### config.mk
export PLATFORM = sky130hd
export DESIGN_NAME = pipeline_hazard_ctrl
export DESIGN_NICKNAME = d
export VERILOG_FILES = /design/src/rtl/pipeline_hazard_ctrl_pkg.sv /design/src/rtl/pipeline_hazard_ctrl_perf_cnt.sv /design/src/rtl/pipeline_hazard_ctrl.sv
export SDC_FILE = /design/constraint.sdc
export NUM_CORES = 1
export LEC_CHECK = 0
export ABC_AREA = 1
export BUFFER_PORTS_ARGS = -buffer_cell sky130_fd_sc_hd__buf_2
export CORE_AREA = 2 2 45 43
export DETAILED_ROUTE_END_ITERATION = 6
export DIE_AREA = 0 0 47 45
export PLACE_DENSITY = 0.74
export SYNTH_ARGS = -nofsm -noshare
export SYNTH_HDL_FRONTEND = slang
export SYNTH_HIERARCHICAL = 1
export SYNTH_SLANG_ARGS = --single-unit
### constraint.sdc
create_clock -name clk -period 1.8 [get_ports clk]
set_input_delay 0.09 -clock clk [delete_from_list [all_inputs] [get_ports clk]]
set_output_delay 0.09 -clock clk [all_outputs]
set_load 0.02 [all_outputs]
### src/rtl/pipeline_hazard_ctrl_pkg.sv
// Shared definitions for the pipeline stall/flush sequencer.
//   NPCOP_*      : NPCOp encodings seen in the MEM stage
//   hz_state_t   : sequencer state encoding
//   MD_CNT_W     : width of the mul/div occupancy counter
package pipeline_hazard_ctrl_pkg;

   localparam logic [2:0] NPCOP_SEQ = 3'b000;
   localparam logic [2:0] NPCOP_BEQ = 3'b001;
   localparam logic [2:0] NPCOP_J   = 3'b010;
   localparam logic [2:0] NPCOP_JR  = 3'b100;

   localparam int MD_CNT_W = 4;

   typedef enum logic [1:0] {
      RUN      = 2'd0,
      LU_STALL = 2'd1,
      MD_WAIT  = 2'd2
   } hz_state_t;

endpackage

### src/rtl/pipeline_hazard_ctrl_perf_cnt.sv
// hazard_perf_cnt: stall / redirect event counters for the hazard sequencer.
// Only present when STALL_CNT_EN is defined.
//   clk, rstn   : clock, asynchronous active-low reset
//   stall_inc   : count one stalled cycle (PC not written)
//   flush_inc   : count one redirect cycle
//   stall_cnt   : running stall count, wraps
//   flush_cnt   : running redirect count, wraps
`ifdef STALL_CNT_EN
module hazard_perf_cnt #(
   parameter int CNT_W = 32
) (
   input  logic             clk,
   input  logic             rstn,
   input  logic             stall_inc,
   input  logic             flush_inc,
   output logic [CNT_W-1:0] stall_cnt,
   output logic [CNT_W-1:0] flush_cnt
);

   always_ff @(posedge clk or negedge rstn) begin
      if (!rstn) begin
         stall_cnt <= '0;
         flush_cnt <= '0;
      end else begin
         if (stall_inc) stall_cnt <= stall_cnt + 1'b1;
         if (flush_inc) flush_cnt <= flush_cnt + 1'b1;
      end
   end

endmodule
`endif

### src/rtl/pipeline_hazard_ctrl.sv
// pipeline_hazard_ctrl: central stall/flush sequencer for the 5-stage pipeline.
// Merges MEM-stage redirects, ID load-use hazards and fixed-latency mul/div
// occupancy of EX into one registered FSM with combinational outputs.
// Optional feature macro: STALL_CNT_EN (adds stall_cnt / flush_cnt outputs).
//   clk, rstn                   : clock, asynchronous active-low reset
//   id_rs/id_rt/id_use_rs/rt    : source operands of the ID instruction
//   ex_memread/ex_rd            : load in EX and its destination
//   ex_md_start                 : first EX cycle of a mul/div
//   mem_npcop/mem_zero          : control transfer resolved in MEM
//   npcop_out                   : qualified NPCOp to the NPC unit
//   pc_write/if_id_write/id_ex_write : pipeline register write enables
//   if_id_flush/id_ex_flush/ex_mem_flush : pipeline register clears
//   md_busy                     : mul/div still occupying EX
module pipeline_hazard_ctrl
   import pipeline_hazard_ctrl_pkg::*;
#(
   parameter int MD_LAT = 8
`ifdef STALL_CNT_EN
   ,
   parameter int CNT_W  = 32
`endif
) (
   input  logic       clk,
   input  logic       rstn,
   input  logic [4:0] id_rs,
   input  logic [4:0] id_rt,
   input  logic       id_use_rs,
   input  logic       id_use_rt,
   input  logic       ex_memread,
   input  logic [4:0] ex_rd,
   input  logic       ex_md_start,
   input  logic [2:0] mem_npcop,
   input  logic       mem_zero,
   output logic [2:0] npcop_out,
   output logic       pc_write,
   output logic       if_id_write,
   output logic       id_ex_write,
   output logic       if_id_flush,
   output logic       id_ex_flush,
   output logic       ex_mem_flush,
   output logic       md_busy
`ifdef STALL_CNT_EN
   ,
   output logic [CNT_W-1:0] stall_cnt,
   output logic [CNT_W-1:0] flush_cnt
`endif
);

   // The start cycle is one EX cycle, and MD_WAIT runs counter values
   // MD_LAT-2 down to 0, giving MD_LAT EX cycles in total.
   localparam logic [MD_CNT_W-1:0] MD_INIT = MD_CNT_W'(MD_LAT - 2);

   hz_state_t           state, state_nxt;
   logic [MD_CNT_W-1:0] md_cnt, md_cnt_nxt;
   logic                redirect, loaduse, beq_taken;

   assign beq_taken = (mem_npcop == NPCOP_BEQ) && mem_zero;
   assign redirect  = beq_taken || (mem_npcop == NPCOP_J) || (mem_npcop == NPCOP_JR);
   assign loaduse   = ex_memread && (ex_rd != 5'd0) &&
                      ((id_use_rs && (id_rs == ex_rd)) || (id_use_rt && (id_rt == ex_rd)));

   // An untaken beq becomes sequential; every other code passes straight through.
   assign npcop_out = ((mem_npcop == NPCOP_BEQ) && !mem_zero) ? NPCOP_SEQ : mem_npcop;

   always_ff @(posedge clk or negedge rstn) begin
      if (!rstn) begin
         state  <= RUN;
         md_cnt <= '0;
      end else begin
         state  <= state_nxt;
         md_cnt <= md_cnt_nxt;
      end
   end

   always_comb begin
      pc_write     = 1'b1;
      if_id_write  = 1'b1;
      id_ex_write  = 1'b1;
      if_id_flush  = 1'b0;
      id_ex_flush  = 1'b0;
      ex_mem_flush = 1'b0;
      md_busy      = 1'b0;
      state_nxt    = state;
      md_cnt_nxt   = md_cnt;
      if (redirect) begin
         // Younger instructions are all wrong-path: squash them, including
         // a mul/div or load-use stall in progress.
         if_id_flush  = 1'b1;
         id_ex_flush  = 1'b1;
         ex_mem_flush = 1'b1;
         state_nxt    = RUN;
         md_cnt_nxt   = '0;
      end else begin
         unique case (state)
            RUN: begin
               if (ex_md_start) begin
                  pc_write     = 1'b0;
                  if_id_write  = 1'b0;
                  id_ex_write  = 1'b0;
                  ex_mem_flush = 1'b1;
                  md_cnt_nxt   = MD_INIT;
                  state_nxt    = MD_WAIT;
               end else if (loaduse) begin
                  pc_write    = 1'b0;
                  if_id_write = 1'b0;
                  id_ex_flush = 1'b1;
                  state_nxt   = LU_STALL;
               end
            end
            // Load has moved to MEM; forwarding covers the dependency now.
            LU_STALL: state_nxt = RUN;
            MD_WAIT: begin
               md_busy = 1'b1;
               if (md_cnt == '0) begin
                  state_nxt = RUN;
               end else begin
                  pc_write     = 1'b0;
                  if_id_write  = 1'b0;
                  id_ex_write  = 1'b0;
                  ex_mem_flush = 1'b1;
                  md_cnt_nxt   = md_cnt - 1'b1;
               end
            end
            default: begin
               state_nxt  = RUN;
               md_cnt_nxt = '0;
            end
         endcase
      end
   end

`ifdef STALL_CNT_EN
   hazard_perf_cnt #(.CNT_W(CNT_W)) u_perf_cnt (
      .clk       (clk),
      .rstn      (rstn),
      .stall_inc (!pc_write),
      .flush_inc (redirect),
      .stall_cnt (stall_cnt),
      .flush_cnt (flush_cnt)
   );
`endif

endmodule

==> reports/qor.csv <==
metric,value,unit
grt ovf,0,
wire length on met3,68,um
largest net degree at the start of global routing,7,
RSZ-0062 raised after global routing,no,
initial antenna violation count,0,
CTS tree,built,
synthesized flop and latch total,6,
clock sinks,6,
dominant synthesized flop cell,dfrtp_1,
area taken by flip-flops and latches,150.1,um^2
fraction of registers with async set/reset,1.000,
CTS buffer count,3,
Root Buffer,clkbuf_4,
status,"finished, final reports clean",
Synth cell types,26,
largest area contributor in the netlist,dfrtp_1,
first-pass GRT wire length,2635,um
Synth Instances,118,
"top cells by area, synth","dfrtp_1, nand2_1, inv_1, nor2_1, nand3_1",
Area Overhead vs Synth,34.57,%
Antenna Nets Post-Route,0,
Nets,182,
M1 wire length,684,um
Antenna diodes,0,
"Min Clock Period, post-route",1.675,ns
crit path kind,reg2out,
DP Wirelength,1304,um
site row count,14,
Worst VDD drop,640.0,uV
Top Layer Used,met3,
Cell Pwr Density,985.5,mW/mm^2
number of flops mapped to enable cells by yosys,0,
Initial Util,0.4177,
Max-cap violations,0,
# DRC,0,
Final Hold Fails,0,
Worst-path clk slew,0.04,ns
fin util,0.5621,
pins over their slew limit,0,
syn_nets,144,
die height,45,um
Setup TNS,0,ns
Worst Tran Pin Value,0.2871,ns
Setup crit end kind,primary output,
top-count cell post-synth,nand2_1,
Buffers on Ports,34,
I/O pin cnt,35,
"Seq/Total Area, Yosys",0.2230,
Vias/cell,4.382,
clk buf depth,2,
H-Tree Depth,1,
required time of the critical path,1.71,ns
all-layer global routing usage,0.1699,
Tightest Hold Check Type,in2reg,
Worst Skew,0.001250,ns
Rel. slew slack,0.8076,
Post-Syn Area,673.1,um^2
YS warnings,6,
final wirelength,1481,um
DRT Pass-1 Iters,4,
fmax,596.9,MHz
synth cell count leaders,"nand2_1, inv_1, nor2_1",
Core Area,0.001612,mm^2
DR iter-0 viols,7,
vias in the first global route,743,
vias,780,
placer's final routability congestion estimate,0.7627,
static leakage,0.5638,nW
area occupied by multi-input gates,421.7,um^2
fin crit share,0.9307,
fill count,160,
Synth top area share,0.2230,
die area,0.002115,mm^2
Die W,47,um
routed length per instance,8.320,um
Final setup viols,0,
Crit path arrival time,1.59,ns
layout cell share with drive strength beyond 1,0.3377,
Post-Syn Area per Cell,5.705,um^2
Worst-Skew Late Latency,0.24,ns
Worst Setup Start Kind,flop,
crit path max fanout,3,
Met2 Routed Length,728,um
[layer usage]
metal	global-route usage	vias to the layer above
li1	-	427
met5	0	-
met4	0.06667	0
met2	0.2959	19
met1	0.2050	334
met3	0.02800	0
[through the flow]
| stage | total power, mW | hold WS (ns) | cells | worst slack, ns | area, um^2 |
|---|---|---|---|---|---|
| floorplan | 0.6254 | -0.2056 | 118 | 0.3730 | 673.1 |
| global placement | 0.7379 | -0.08716 | 173 | 0.3377 | 858.3 |
| detailed placement | 0.7517 | -0.08477 | 173 | 0.3027 | 858.3 |
| CTS | 0.8761 | 0.1835 | 177 | 0.04556 | 890.9 |
| global route | 0.9791 | 0.2212 | 178 | 0.03134 | 905.9 |
| finish | 0.8928 | 0.1907 | 178 | 0.1247 | 905.9 |
[sequential cells by signal, indices dropped and copies added (netlist names)]
register	cells
state	2
md_cnt	4
[critical path: stages (launching register included)]
cell     delay [ns]
dfrtp_1        0.38
inv_2          0.08
ha_2           0.20
nand3_2        0.12
nor2_2         0.14
nor3_1         0.06
or2_1          0.21
buf_2          0.16
[power breakdown]
part / total (mW) / internal [mW] / switching, mW / leakage, nW
logic: 0.556 / 0.224 / 0.332 / 0.473
clock network: 0.116 / 0.0749 / 0.0413 / 0.0138
registers: 0.220 / 0.184 / 0.0365 / 0.0766
total: 0.893 / 0.483 / 0.410 / 0.564
[cells by family after synthesis]
family	synth area share
AND/OR/NAND/NOR	0.4721
flip-flops	0.2230
adder cells (fa/ha/maj)	0.01858
buffers and inverters	0.1617
XOR/XNOR	0.02603
AO/OA/AOI/OAI	0.09852
[path summary, 6_finish.rpt]
check,endpoint,cells past startpoint,from,slack (ns)
worst max-delay path,ex_mem_flush,7,md_cnt[0],0.12
worst min-delay path,state[0],4,ex_md_start,0.19
worst max register to register,md_cnt[0],7,md_cnt[0],0.48
worst min register to register,md_cnt[1],2,md_cnt[1],0.55
max in group asynchronous,md_cnt[1],2,rstn,1.43
min in group asynchronous,md_cnt[2],2,rstn,0.23
[area by class of cell]
class / count / area share
clock buffers: 3 / 0.02486
inverters: 25 / 0.1036
multi-input cells: 84 / 0.4655
flip-flops and latches: 6 / 0.1657
well taps: 24 / 0.03315
repair buffers: 36 / 0.2072
[placed cells by master (no fill, tap or decap), types with 2 or more instances in the layout]
| cell | n |
|---|---|
| nand2_1 | 39 |
| nand4_1 | 2 |
| nor2_1 | 13 |
| buf_2 | 34 |
| nor3_1 | 2 |
| nor2_2 | 2 |
| nand3_1 | 7 |
| inv_2 | 3 |
| a21oi_1 | 2 |
| clkbuf_4 | 3 |
| nand2_2 | 2 |
| inv_1 | 22 |
| dfrtp_1 | 6 |
| o21ai_1 | 2 |
[what timing repair did]
action,4_1_cts,5_1_grt
endpoints found under the hold margin,6,0
gates resized for setup,0,3
hold buffers,1,0
setup endpoints to repair,0,2
buffers inserted,0,1
Power figures use the tool's default switching activity.
